[config.mk]
export PLATFORM = sky130hd
export DESIGN_NAME = dcache_writeback_buffer
export DESIGN_NICKNAME = d
export VERILOG_FILES = /design/src/rtl/dcache_writeback_buffer_pkg.sv /design/src/rtl/dcache_writeback_buffer.sv
export SDC_FILE = /design/constraint.sdc
export NUM_CORES = 1
export LEC_CHECK = 0
export BUFFER_PORTS_ARGS = -buffer_cell sky130_fd_sc_hd__buf_2
export CORE_UTILIZATION = 50
export DETAILED_ROUTE_END_ITERATION = 10
export PLACE_DENSITY_LB_ADDON = 0.25
export SYNTH_ARGS = -nofsm -noshare
export SYNTH_HDL_FRONTEND = slang
export SYNTH_SLANG_ARGS = --single-unit
[constraint.sdc]
create_clock -name clk_i -period 10.72 [get_ports clk_i]
set_clock_uncertainty 0.05 [all_clocks]
set_input_delay 0.536 -clock clk_i [delete_from_list [all_inputs] [get_ports clk_i]]
set_output_delay 0.536 -clock clk_i [all_outputs]
set_load 0.01 [all_outputs]
[src/rtl/dcache_writeback_buffer_pkg.sv]
// Shared types and constants for the multi-entry dcache writeback buffer.
// Widths mirror the ariane/riscv configuration used by the writeback dcache.
package dcache_writeback_buffer_pkg;

  localparam int unsigned PLEN                           = 34;
  localparam int unsigned XLEN                           = 32;
  localparam int unsigned DCACHE_LINE_WIDTH              = 128;
  localparam int unsigned DCACHE_OFFSET_WIDTH            = $clog2(DCACHE_LINE_WIDTH / 8);
  localparam int unsigned NUMBER_OF_WORDS_IN_CACHE_BLOCK = DCACHE_LINE_WIDTH / XLEN;
  localparam int unsigned WB_WORDS_PER_LINE              = NUMBER_OF_WORDS_IN_CACHE_BLOCK;

  localparam logic [2:0] MEMORY_REQUEST_SIZE_FOUR_BYTES = 3'b010;
  localparam logic [2:0] MEMORY_REQUEST_SIZE_CACHEBLOCK = 3'b111;

  typedef enum logic [1:0] {
    WB_IDLE,
    WB_REQ,
    WB_WAIT_ACK
  } wb_state_t;

  typedef struct packed {
    logic                         valid;
    logic [PLEN-1:0]              address;
    logic [DCACHE_LINE_WIDTH-1:0] data;
  } wb_entry_t;

  // Align a CPU address to the granule of the given memory request size.
  function automatic logic [PLEN-1:0] cpu_to_memory_address(input logic [PLEN-1:0] addr,
                                                             input logic [2:0]      size);
    logic [PLEN-1:0] w_addr;
    w_addr = addr;
    case (size)
      MEMORY_REQUEST_SIZE_FOUR_BYTES: w_addr[1:0] = 2'b00;
      MEMORY_REQUEST_SIZE_CACHEBLOCK: w_addr[DCACHE_OFFSET_WIDTH-1:0] = '0;
      default: ;
    endcase
    return w_addr;
  endfunction

endpackage

[src/rtl/dcache_writeback_buffer.sv]
// FIFO of evicted dirty lines drained word by word to memory, with a
// combinational youngest-first line lookup for load forwarding.
module dcache_writeback_buffer
  import dcache_writeback_buffer_pkg::*;
#(
  parameter int unsigned DEPTH      = 2,
  parameter int unsigned LINE_WIDTH = DCACHE_LINE_WIDTH,
  parameter int unsigned WORD_WIDTH = XLEN,
  parameter int unsigned ADDR_WIDTH = PLEN
) (
  input  logic                         clk_i,
  input  logic                         rst_ni,
  input  logic                         push_valid_i,
  output logic                         push_ready_o,
  input  logic [ADDR_WIDTH-1:0]        push_addr_i,
  input  logic [LINE_WIDTH-1:0]        push_data_i,
  input  logic [ADDR_WIDTH-1:0]        lookup_addr_i,
  output logic                         lookup_hit_o,
  output logic [LINE_WIDTH-1:0]        lookup_data_o,
  output logic                         mem_req_o,
  input  logic                         mem_gnt_i,
  input  logic                         mem_ack_i,
  output logic [ADDR_WIDTH-1:0]        mem_addr_o,
  output logic [WORD_WIDTH-1:0]        mem_wdata_o,
  output logic [2:0]                   mem_size_o,
  output logic                         empty_o,
  output logic [$clog2(DEPTH+1)-1:0]   count_o
);

  localparam int unsigned CW         = $clog2(DEPTH + 1);
  localparam int unsigned PW         = (DEPTH > 1) ? $clog2(DEPTH) : 1;
  localparam int unsigned IW         = $clog2(WB_WORDS_PER_LINE);
  localparam int unsigned WORD_BYTES = WORD_WIDTH / 8;

  wb_entry_t                    r_entries [DEPTH];
  logic [PW-1:0]                r_head;
  logic [PW-1:0]                r_tail;
  logic [CW-1:0]                r_count;
  logic                         r_empty;
  logic                         r_push_ready;
  wb_state_t                    r_state;
  logic [IW-1:0]                r_idx;
  logic                         r_mem_req;
  logic [ADDR_WIDTH-1:0]        r_mem_addr;
  logic [WORD_WIDTH-1:0]        r_mem_wdata;

  wb_state_t                    w_state_d;
  logic [IW-1:0]                w_idx_d;
  logic                         w_push;
  logic                         w_pop;
  logic [CW-1:0]                w_count_d;
  logic                         w_mem_req_d;
  logic [ADDR_WIDTH-1:0]        w_mem_addr_d;
  logic [WORD_WIDTH-1:0]        w_mem_wdata_d;
  logic [PLEN-1:0]              w_lookup_line;
  logic                         w_lookup_hit;
  logic [DCACHE_LINE_WIDTH-1:0] w_lookup_data;

  // Pointers wrap modulo DEPTH, which also covers the single-entry case.
  function automatic logic [PW-1:0] ptr_inc(input logic [PW-1:0] ptr);
    return (ptr == PW'(DEPTH - 1)) ? '0 : ptr + PW'(1);
  endfunction

  assign w_push = push_valid_i && r_push_ready;

  always_comb begin
    w_count_d = r_count;
    if (w_push && !w_pop) begin
      w_count_d = r_count + CW'(1);
    end else if (!w_push && w_pop) begin
      w_count_d = r_count - CW'(1);
    end
  end

  // Line storage and occupancy; ready is registered so it never sees the pop.
  always_ff @(posedge clk_i or negedge rst_ni) begin
    if (!rst_ni) begin
      for (int unsigned i = 0; i < DEPTH; i++) begin
        r_entries[i] <= '0;
      end
      r_head       <= '0;
      r_tail       <= '0;
      r_count      <= '0;
      r_empty      <= 1'b1;
      r_push_ready <= 1'b1;
    end else begin
      if (w_push) begin
        r_entries[r_tail] <= '{valid:   1'b1,
                               address: cpu_to_memory_address(PLEN'(push_addr_i),
                                                              MEMORY_REQUEST_SIZE_CACHEBLOCK),
                               data:    DCACHE_LINE_WIDTH'(push_data_i)};
        r_tail <= ptr_inc(r_tail);
      end
      if (w_pop) begin
        r_entries[r_head].valid <= 1'b0;
        r_head                  <= ptr_inc(r_head);
      end
      r_count      <= w_count_d;
      r_empty      <= (w_count_d == '0);
      r_push_ready <= (w_count_d < CW'(DEPTH));
    end
  end

  // Walk oldest to youngest so the last match (youngest copy) wins.
  assign w_lookup_line = cpu_to_memory_address(PLEN'(lookup_addr_i), MEMORY_REQUEST_SIZE_CACHEBLOCK);

  always_comb begin
    w_lookup_hit  = 1'b0;
    w_lookup_data = '0;
    for (int unsigned i = 0; i < DEPTH; i++) begin
      if (r_entries[PW'((32'(r_head) + i) % DEPTH)].valid &&
          (r_entries[PW'((32'(r_head) + i) % DEPTH)].address == w_lookup_line)) begin
        w_lookup_hit  = 1'b1;
        w_lookup_data = r_entries[PW'((32'(r_head) + i) % DEPTH)].data;
      end
    end
  end

  // Drain FSM next state; memory outputs are computed for the next state and registered.
  always_comb begin
    w_state_d = r_state;
    w_idx_d   = r_idx;
    w_pop     = 1'b0;
    case (r_state)
      WB_IDLE: begin
        if (!r_empty) begin
          w_state_d = WB_REQ;
          w_idx_d   = '0;
        end
      end
      WB_REQ: begin
        if (mem_gnt_i) begin
          w_state_d = WB_WAIT_ACK;
        end
      end
      WB_WAIT_ACK: begin
        if (mem_ack_i) begin
          if (r_idx == IW'(WB_WORDS_PER_LINE - 1)) begin
            w_pop     = 1'b1;
            w_idx_d   = '0;
            w_state_d = WB_IDLE;
          end else begin
            w_idx_d   = r_idx + IW'(1);
            w_state_d = WB_REQ;
          end
        end
      end
      default: w_state_d = WB_IDLE;
    endcase

    w_mem_req_d   = (w_state_d == WB_REQ);
    w_mem_addr_d  = r_mem_addr;
    w_mem_wdata_d = r_mem_wdata;
    if (w_mem_req_d) begin
      w_mem_addr_d  = ADDR_WIDTH'(r_entries[r_head].address) +
                      ADDR_WIDTH'(w_idx_d) * ADDR_WIDTH'(WORD_BYTES);
      w_mem_wdata_d = r_entries[r_head].data[32'(w_idx_d) * WORD_WIDTH +: WORD_WIDTH];
    end
  end

  always_ff @(posedge clk_i or negedge rst_ni) begin
    if (!rst_ni) begin
      r_state     <= WB_IDLE;
      r_idx       <= '0;
      r_mem_req   <= 1'b0;
      r_mem_addr  <= '0;
      r_mem_wdata <= '0;
    end else begin
      r_state     <= w_state_d;
      r_idx       <= w_idx_d;
      r_mem_req   <= w_mem_req_d;
      r_mem_addr  <= w_mem_addr_d;
      r_mem_wdata <= w_mem_wdata_d;
    end
  end

  assign push_ready_o  = r_push_ready;
  assign lookup_hit_o  = w_lookup_hit;
  assign lookup_data_o = LINE_WIDTH'(w_lookup_data);
  assign mem_req_o     = r_mem_req;
  assign mem_addr_o    = r_mem_addr;
  assign mem_wdata_o   = r_mem_wdata;
  assign mem_size_o    = MEMORY_REQUEST_SIZE_FOUR_BYTES;
  assign empty_o       = r_empty;
  assign count_o       = r_count;

endmodule

### Word-level counts from Yosys, hierarchy flattened

Index checks and enable logic that the tools add are counted.

| storage, ports and cells | value |
|---|---|
| register bits | 403 |
| logic and storage cells | 85 |
| output and inout port bits | 203 |
| input port bits | 201 |

| cells by class | value |
|---|---|
| shifts and indexed selects | 1 |
| equal/unequal tests | 6 |
| add/subtract/negate cells | 7 |
| muxes and demuxes | 35 |
| reduce and logical (&&, ||, !) cells | 11 |
| $lt $le $gt $ge | 6 |
| bitwise gates (word level) | 3 |

Operator list:

| operator | number |
|---|---|
| two-way mux 163 bit | 8 |
| bitwise mux 326 bit | 2 |
| two-way mux 326 bit | 2 |
| demux 163 bit (select 1 bit) | 2 |
| two-way mux 128 bit | 2 |
| variable part select 128 x 8 -> 32 bit | 1 |
| == test 34 bit | 2 |
| adder 34 x 4 -> 34 bit | 1 |
| two-way mux 2 bit | 8 |
| two-way mux 1 bit | 8 |
| logical AND 1 bit | 7 |
| >= comparator 2 bit, second input constant | 3 |
| inverter 1 -> 2 bit | 3 |
| one-hot mux 2 bit (3 select lines) | 1 |
| adder 2 x 1 -> 2 bit, second input constant | 2 |
| == test 2 x 1 -> 1 bit, second input constant | 2 |
| == test 2 bit, second input constant | 2 |
| logical NOT 2 bit | 2 |
| less-than comparator 2 x 1 -> 1 bit, second input constant | 2 |
| two-way mux 4 bit | 1 |
| one-hot mux 2 bit (2 select lines) | 1 |
| adder 1 bit, second input constant | 3 |
| logical NOT 1 bit | 2 |
| less-than comparator 2 bit, second input constant | 1 |
| subtractor 2 x 1 -> 2 bit, second input constant | 1 |

### Logic depth before layout (Yosys ltp)

Gate-level depths: netlist of the first run.

| logic depth | value |
|---|---|
| depth after elaboration | 9 |
| depth in mapped cells | 18 |
| gate-level depth less buffers | 13 |

### Worst setup path after synthesis of the first run

OpenSTA, ideal clock, no wires.

| timing | value |
|---|---|
| path type | register to register |
| start | reg r_head |
| end | reg r_mem_addr[31] (netlist: mem_addr_o[31]) |
| cell stages (with the launch flop) | 18 |
| library setup time | 0.137 ns |
| clock period less this slack | 4.354 ns |
| path slack | 6.366 ns |
| path buffers | 8 |
| required time | 10.533 ns |
| arrival | 4.167 ns |
| cell sequence | dfrtp_1 > buf_6 > buf_6 > buf_6 > buf_2 > buf_2 > buf_2 > buf_2 > buf_1 > mux2_2 > ha_1 > a21oi_1 > a211oi_1 > nor3b_2 > nand4_1 > nor4_1 > xor2_1 > a21oi_1 |

| on the way | value |
|---|---|
| longest elaborated chain between the ends | 5 |

Ends and longest elaborated chain:

| element | RTL line | RTL |
|---|---|---|
| from (decl) | dcache_writeback_buffer.sv:36 | `logic [PW-1:0] r_head;` |
| from (signal assigned) | dcache_writeback_buffer.sv:96 | `r_head <= ptr_inc(r_head);` |
| inverter 1 -> 2 bit (implied by the code) | dcache_writeback_buffer.sv:155 | `w_mem_addr_d = ADDR_WIDTH'(r_entries[r_head].address) +` |
| two-way mux 163 bit (3 in a row) | -- |  |
| adder 34 x 4 -> 34 bit | dcache_writeback_buffer.sv:155 |  |
| to (signal assigned) | dcache_writeback_buffer.sv:172 | `r_mem_addr <= w_mem_addr_d;` |
| to (decl) | dcache_writeback_buffer.sv:44 | `logic [ADDR_WIDTH-1:0] r_mem_addr;` |

No other way between the ends. The select of a mux whose other input is x is not followed.
A chain may end at the register's enable or synchronous reset.

### Worst setup path after layout of the first run

| timing | value |
|---|---|
| start | reg r_head |
| end | out lookup_data_o[112] |

| on the way | value |
|---|---|
| longest elaborated chain between the ends | 8 |
| elaborated cells between the ends (all ways) | 15 |
| those cells by class | add/sub (1); eq/ne (2); mux (8); bitwise (2); reduce/logical (2) |

Ends and longest elaborated chain:

| element | RTL line | RTL |
|---|---|---|
| adder 1 bit or inverter 1 -> 2 bit (tied branches) | dcache_writeback_buffer.sv:111, dcache_writeback_buffer.sv:112, dcache_writeback_buffer.sv:114 |  |
| inverter 1 -> 2 bit (implied by the code) or two-way mux 163 bit (tied branches) | dcache_writeback_buffer.sv:111, dcache_writeback_buffer.sv:112, dcache_writeback_buffer.sv:114 |  |
| two-way mux 163 bit (implied by the code) (2 in a row) | dcache_writeback_buffer.sv:114 | `w_lookup_data = r_entries[PW'((32'(r_head) + i) % DEPTH)].data;` |
| two-way mux 163 bit (implied by the code) or == test 34 bit (tied branches) | dcache_writeback_buffer.sv:114, dcache_writeback_buffer.sv:112 |  |
| == test 34 bit or logical AND 1 bit (tied branches) | dcache_writeback_buffer.sv:112, dcache_writeback_buffer.sv:111 |  |
| logical AND 1 bit or two-way mux 128 bit (tied branches) | dcache_writeback_buffer.sv:111 | `if (r_entries[PW'((32'(r_head) + i) % DEPTH)].valid &&` |
| two-way mux 128 bit (*) | dcache_writeback_buffer.sv:111 |  |
| to (decl) | dcache_writeback_buffer.sv:19 | `output logic [LINE_WIDTH-1:0] lookup_data_o,` |

Mark *: on every way between the ends. The rest lies on a longest branch, timed or not. The select of a mux whose other input is x is not followed.

==> run summary, run 1 <==
Number of antenna violations at the first check in global routing: 23
Highest signal layer in the routed design: met5
Max Clk Rate: 139 MHz
Number of sinks driven by the clock tree: 403
Number of port buffers: 392
CTS tree: yes
Postcts setup bufs: 0
Number of pins exceeding their max-slew limit in the final report: 0
Clock network fraction of design power: 0.203
Setup crit end: lookup_data_o[112]
Area share of the leading cell type in the synthesized netlist: 0.425
Sequential fraction of design power: 0.380
Endpoints failing hold: 6
Number of enable-type register cells in the synthesized netlist: 0
Worst supply voltage drop on vdd: 367 uV
Sum of overflow across all layers after global routing: 0
Detailed-routed wire length on met2: 38100 um
Crit Path Max Fanout: 75
Synth Area in Adders: 0.00244
Total number of nets in the final design: 3248
Combinational family with the most area after synthesis: simple AND/OR/NAND/NOR gates
Outcome: finished with violations
Area contributors post-synth: sky130_fd_sc_hd__dfrtp_1, sky130_fd_sc_hd__nand2_1, sky130_fd_sc_hd__mux4_2
Kind of capture point of the worst setup path: primary output
Final Non-Filler Cells: 3702
Post-synth top area cell: sky130_fd_sc_hd__dfrtp_1
Reg-to-reg setup timing slack: 6.08 ns
Most common flop cell mapped by yosys: sky130_fd_sc_hd__dfrtp_1
Fraction of registers with async set/reset: 1.00
Class of the tightest hold or removal check: in -> async
Share of cell area taken by muxes after synthesis: 0.0897
Area occupied by registers: 10100 um2
Total track usage: 0.342
WL met1: 33500 um
Placed instance count: 3601
Maxcap violations: 0
Chip width: 219 um
Inserted Clock Buffers: 47
Worst hold slack: -0.0207 ns
Clock root buffer master: sky130_fd_sc_hd__clkbuf_16
Mean Syn Cell Area: 8.43 um2
Sum of negative setup slack: 0 ns
Unrepaired setup endpoints after global routing: false
Worst setup path category: reg -> out
Final critical-path share of the clock period: 0.672
Reg-to-reg endpoint: mem_addr_o[33]$_DFFE_PN0P_
Headroom to the max-slew limit: 0.230
Most common library cells after synthesis: sky130_fd_sc_hd__nand2_1, sky130_fd_sc_hd__dfrtp_1, sky130_fd_sc_hd__a21oi_1
Violated checks: hold timing
HPWL after detailed placement: 54200 um
Gate power share: 0.418
Leakage Power: 12.2 nW
Pre-Repair DR Iteration Count: 6
Required time of the worst setup path: 10.13 ns
Routed met3 length: 7470 um
Fraction of the yosys area taken by sequential cells: 0.428
Switch share: 0.434
Via density: 6.01
Cell count of the worst reg-to-reg path: 10
Number of global-route vias before repair: 20900
Residual antenna-violating net count after detailed routing: 0
Layout fillers: 4205
Most instantiated library cell after synthesis: sky130_fd_sc_hd__nand2_1
Vias post-DR: 22200
Post-Synth Simple-Gate Area: 0.291
Drt total wl: 82800 um
Hold-fix buffers, CTS: 0
Clock latency at the later pin of the worst-skew pair: 0.58 ns
Post-Synth XOR/XNOR Area: 0.0353
Compound-cell area share of the yosys netlist: 0.103
Row cnt: 79
Worst path arrival time: 6.62 ns
Area of combinational cells with multiple inputs: 12400 um2
I/O pin count: 404
Wire length of the first global-routing pass: 125000 um
Worst r2r src: r_head$_DFFE_PN0P_
Longest Clk Path Bufs: 3
Element type at the critical path start: flip-flop
Pwr dens: 291 nW/um2
Starting utilization of the core area: 0.507
Fraction of layout instances using a drive strength above 1: 0.224
Clock edge transition at the registers on the reported setup and hold paths: 0.06 ns
Vertical extent of the die: 219 um
First element of the critical path: r_head$_DFFE_PN0P_
Distinct cell type count after synthesis: 55
Area of the die: 48000 um2
Post-Syn Instances: 2798
Post-detailed-route DRC marker count: 0
Core region area: 46600 um2
Final Total Pwr: 0.00788 W
Slew at the pin with the worst max-slew slack: 1.15 ns
Level count of the clock H-tree: 2
Average wire length per cell after detail routing: 22.4 um
Cell-internal power: 0.00446 W
Syn Std Cell Area: 23600 um2
Detailed router's first-iteration violation count: 2380
Yosys warnings: 0
Flip-flop and latch count after synthesis: 403
Time the final worst path needs with I/O delays and setup: 7.21 ns
Post_cts resized: 0
Area overhead of the layout relative to synthesis: 14.7%
Net switching power figure: 0.00342 W
Largest net degree at the start of global routing: 181
Setup violators final: 0
Gpl congestion: 0.897
stage by stage:
stage	utilization	cell area, um2	setup slack (ns)	hold WS [ns]
2_1_floorplan	-	23600	6.37	0.190
3_3_place_gp	0.547	25500	4.36	0.405
3_5_place_dp	0.547	25500	4.28	0.407
4_1_cts	0.580	27000	3.65	0.0454
5_1_grt	0.580	27000	3.22	0.0638
6_report	0.581	27000	3.51	-0.0207
logic make-up after synthesis:
kind of cell / after synthesis
compound gates: 379
xor+xnor: 95
fa+ha+maj: 4
buf+inv: 238
flops: 403
mux: 128
other cells: 2
simple gates: 1549
critical path, stage by stage (launching register included):
cell and delay [ns]:
sky130_fd_sc_hd__dfrtp_4 0.81, sky130_fd_sc_hd__buf_4 0.88, sky130_fd_sc_hd__mux2i_1 0.55, sky130_fd_sc_hd__xnor2_1 0.17, sky130_fd_sc_hd__nor4_2 0.28, sky130_fd_sc_hd__nand2_1 0.16, sky130_fd_sc_hd__nor4b_4 0.39, sky130_fd_sc_hd__buf_4 0.82
sky130_fd_sc_hd__buf_4 0.94, sky130_fd_sc_hd__nand3_2 0.13, sky130_fd_sc_hd__a32oi_1 0.50, sky130_fd_sc_hd__buf_2 0.23
layout by cell type, fill, tap and decap left out, drive strengths merged, types with 3 or more instances in the layout:
cell type     n
a211o         3
a21oi       225
nand3       269
xor2         24
nor3b         3
nor2         78
diode        15
mux4         64
inv           6
clkbuf       74
ha            3
nor2b         4
a31oi         3
nand4         7
and3          3
mux2i        58
dfrtp       401
and2          9
nor4         16
nand3b        9
o21ai         9
mux2          6
clkinv       11
nor3          5
or2           3
nand2      1138
xnor2        71
buf         425
conb          3
a32oi       128
worst min-delay path by stage:
stage / end / startpoint / cells past startpoint / slack (ns)
global placement: mem_addr_o[3]$_DFFE_PN0P_ / mem_addr_o[3]$_DFFE_PN0P_ / 2 / 0.41
floorplan: asynchronous set/reset pin / rst_ni / 0 / 0.19
detailed placement: mem_addr_o[3]$_DFFE_PN0P_ / mem_addr_o[3]$_DFFE_PN0P_ / 2 / 0.41
CTS: mem_addr_o[28]$_DFFE_PN0P_ / rst_ni / 1 / 0.05
finish: mem_addr_o[28]$_DFFE_PN0P_ / rst_ni / 1 / -0.02
global route: mem_addr_o[28]$_DFFE_PN0P_ / rst_ni / 1 / 0.06
power by group through the flow:
| stage | combinational (W) | clock (W) | sequential [W] |
|---|---|---|---|
| finish | 0.00329 | 0.00160 | 0.00299 |
| global route | 0.00361 | 0.00167 | 0.00308 |
| CTS | 0.00329 | 0.00161 | 0.00296 |
| detailed placement | 0.00327 | 0 | 0.00299 |
| global placement | 0.00321 | 0 | 0.00292 |
| floorplan | 0.00215 | 0 | 0.00282 |
routing by layer:
| layer | GRT usage | vias up |
|---|---|---|
| met1 | 0.454 | 11000 |
| met5 | 0 | - |
| li1 | - | 10000 |
| met2 | 0.529 | 1021 |
| met4 | 0.156 | 14 |
| met3 | 0.0821 | 197 |
cell type report:
cell class / count / share of cell area
Multi-Input combinational cell: 2158 / 0.457
Sequential cell: 403 / 0.373
Timing Repair Buffer: 425 / 0.0826
Clock buffer: 74 / 0.0529
Tap cell: 607 / 0.0281
Clock inverter: 12 / 0.00347
Antenna cell: 15 / 0.00139
Inverter: 8 / 0.00116
(Power assumes the default switching activity.)
==> run 2: changes to the inputs <==
- clock period: 10.72 -> 6 ns (I/O delays scaled with it)
==> run summary, run 2 (synthesized netlist as in run 1, its figures left out) <==
Kind of capture point of the worst setup path: primary output
Pre-Repair DR Iteration Count: 6 (unchanged)
Layout fillers: 3956 (-5.9%)
Max Clk Rate: 183 MHz
Time the final worst path needs with I/O delays and setup: 5.47 ns
Largest net degree at the start of global routing: 169 (-6.6%)
Maxcap violations: 0 (unchanged)
Outcome: finished, final reports clean
Area of the die: 48000 um2 (unchanged)
Worst setup path category: reg -> out
Average wire length per cell after detail routing: 21.5 um (-3.8%)
Slew at the pin with the worst max-slew slack: 1.23 ns (+0.0763 ns)
Drt total wl: 82800 um (about the same)
Longest Clk Path Bufs: 3 (unchanged)
Fraction of layout instances using a drive strength above 1: 0.211 (-0.0138)
Inserted Clock Buffers: 46 (-2.1%)
Clock latency at the later pin of the worst-skew pair: 0.59 ns (about the same)
Number of global-route vias before repair: 21600 (+3.3%)
Residual antenna-violating net count after detailed routing: 0 (unchanged)
Level count of the clock H-tree: 2 (unchanged)
Vertical extent of the die: 219 um (unchanged)
Unrepaired setup endpoints after global routing: false
Final critical-path share of the clock period: 0.911
Row cnt: 79 (unchanged)
Endpoints failing hold: 0 (-6)
Number of port buffers: 392 (unchanged)
Area overhead of the layout relative to synthesis: 21.7%
Gpl congestion: 0.892 (-0.56%)
Required time of the worst setup path: 5.65 ns (-4.48 ns)
Met2 layer usage reported by global route: 0.522 (-0.00759)
Chip width: 219 um (unchanged)
Most common library cell in the layout ignoring fill and taps: sky130_fd_sc_hd__nand2_1
Cell count of the worst reg-to-reg path: 11 (+1)
Starting utilization of the core area: 0.507 (unchanged)
Headroom to the max-slew limit: 0.179 (-0.0509)
Clock root buffer master: sky130_fd_sc_hd__clkbuf_16
Leakage Power: 12.9 nW (+5.6%)
Setup WS post-layout: 0.531 ns (-2.98 ns)
Total track usage: 0.340 (-0.00185)
Sum of overflow across all layers after global routing: 0 (unchanged)
Layer with the highest usage: met2
CTS tree: yes
Worst supply voltage drop on vdd: 669 uV (+82%)
Global routing met3 resource utilization: 0.0636 (-0.0184)
Worst path arrival time: 5.12 ns (-1.50 ns)
Post-detailed-route DRC marker count: 0 (unchanged)
Global Route met1 Usage: 0.464 (+0.00979)
Sum of negative setup slack: 0 ns (unchanged)
Setup violators final: 0 (unchanged)
Class of the tightest hold or removal check: in -> reg
Crit Path Max Fanout: 88 (+17%)
Pwr dens: 490 nW/um2 (+68%)
Postcts setup bufs: 0 (unchanged)
Wire length of the first global-routing pass: 126000 um (+0.32%)
Number of pins exceeding their max-slew limit in the final report: 0 (unchanged)
I/O pin count: 404 (unchanged)
Total number of nets in the final design: 3409 (+5.0%)
Clock edge transition at the registers on the reported setup and hold paths: 0.06 ns (about the same)
Core region area: 46600 um2 (unchanged)
Via density: 5.95 (-0.94%)
Vias post-DR: 22900 (+3.0%)
Number of antenna violations at the first check in global routing: 7 (-70%)
Detailed router's first-iteration violation count: 2652 (+11%)
Post-Place Worst Slack: 1.26 ns (-3.02 ns)
Highest-count cells in the layout ignoring fill and taps: sky130_fd_sc_hd__nand2_1, sky130_fd_sc_hd__dfrtp_1, sky130_fd_sc_hd__buf_2
Number of cells traversed by the worst hold path: 4
Element type at the critical path start: flip-flop
Number of sinks driven by the clock tree: 403 (unchanged)
HPWL after detailed placement: 52400 um (-3.4%)
==> run 2: cell types whose count changed in the layout (fill, tap and decap cells not counted), moves of 2 or more <==
| cell | previous run | this run |
|---|---|---|
| sky130_fd_sc_hd__buf_4 | 32 | 21 |
| sky130_fd_sc_hd__buf_12 | 1 | 13 |
| sky130_fd_sc_hd__clkbuf_8 | 11 | 8 |
| sky130_fd_sc_hd__clkinvlp_4 | 2 | 0 |
| sky130_fd_sc_hd__diode_2 | 15 | 7 |
| sky130_fd_sc_hd__clkinv_2 | 9 | 4 |
| sky130_fd_sc_hd__clkbuf_16 | 49 | 47 |
| sky130_fd_sc_hd__clkbuf_1 | 14 | 18 |
| sky130_fd_sc_hd__dlygate4sd3_1 | 0 | 161 |
==> run 2: layout make-up <==
type,instances,area [um2],share of cell area
inverter,8,31.3,0.00109
multi-input combinational,2158,12400,0.431
clock inverter,6,83.8,0.00292
sequential,403,10100,0.352
antenna,7,17.5,0.000610
timing repair buffer,587,4000,0.139
tap,607,759,0.0265
clock buffer,73,1350,0.0472
==> run 2: per-layer routing <==
layer / wire length [um] / share of wire
met5: 13 / 0.00016
met4: 4000 / 0.048
met3: 7040 / 0.085
met2: 38300 / 0.46
met1: 33500 / 0.40
==> run 2: path summary, 6_finish.rpt <==
path / startpoint / end / slack [ns]
max: r_head$_DFFE_PN0P_ / lookup_data_o[63] / 0.53
min: push_valid_i / r_tail$_DFFE_PN0P_ / 0.19
max reg2reg: r_head$_DFFE_PN0P_ / mem_addr_o[33]$_DFFE_PN0P_ / 1.36
min reg2reg: mem_addr_o[3]$_DFFE_PN0P_ / mem_addr_o[3]$_DFFE_PN0P_ / 0.41
max in group asynchronous: rst_ni / asynchronous set/reset pin / 4.25
min in group asynchronous: rst_ni / mem_addr_o[29]$_DFFE_PN0P_ / 0.25
==> run 2: where the power goes <==
part / switching (W) / total, W / internal (W)
sequential: 0.00134 / 0.00534 / 0.00400
clock: 0.00115 / 0.00277 / 0.00162
combinational: 0.00359 / 0.00596 / 0.00237
==> run 2: worst max-delay path: stages, from the launching register on <==
cell and delay (ns):
sky130_fd_sc_hd__dfrtp_4 1.13, sky130_fd_sc_hd__mux2i_1 0.70, sky130_fd_sc_hd__xnor2_1 0.14, sky130_fd_sc_hd__nor4_1 0.30, sky130_fd_sc_hd__nand4_1 0.20, sky130_fd_sc_hd__nor4b_4 0.32, sky130_fd_sc_hd__buf_4 0.25, sky130_fd_sc_hd__buf_12 0.36
sky130_fd_sc_hd__nand3_2 0.11, sky130_fd_sc_hd__a32oi_1 0.55, sky130_fd_sc_hd__buf_2 0.27
==> run 2: per-stage QoR <==
| step | util | area, um2 | hold WS [ns] | cells | total power, W |
|---|---|---|---|---|---|
| final | 0.617 | 28700 | 0.192 | 3849 | 0.0141 |
| after global routing | 0.616 | 28700 | 0.252 | 3845 | 0.0149 |
| after CTS | 0.616 | 28700 | 0.167 | 3842 | 0.0140 |
| after detailed placement | 0.551 | 25600 | 0.295 | 3602 | 0.0111 |
| after global placement | 0.551 | 25600 | 0.286 | 3602 | 0.0109 |
| after floorplan | - | 23600 | -0.0456 | 2799 | 0.00888 |
==> run 2: repair_timing <==
| item | in CTS | in global routing |
|---|---|---|
| hold buffers | 161 | 0 |
| hold endpoints to repair | 395 | 0 |
| setup endpoints to repair | 0 | 0 |
| gates resized for setup | 0 | 0 |
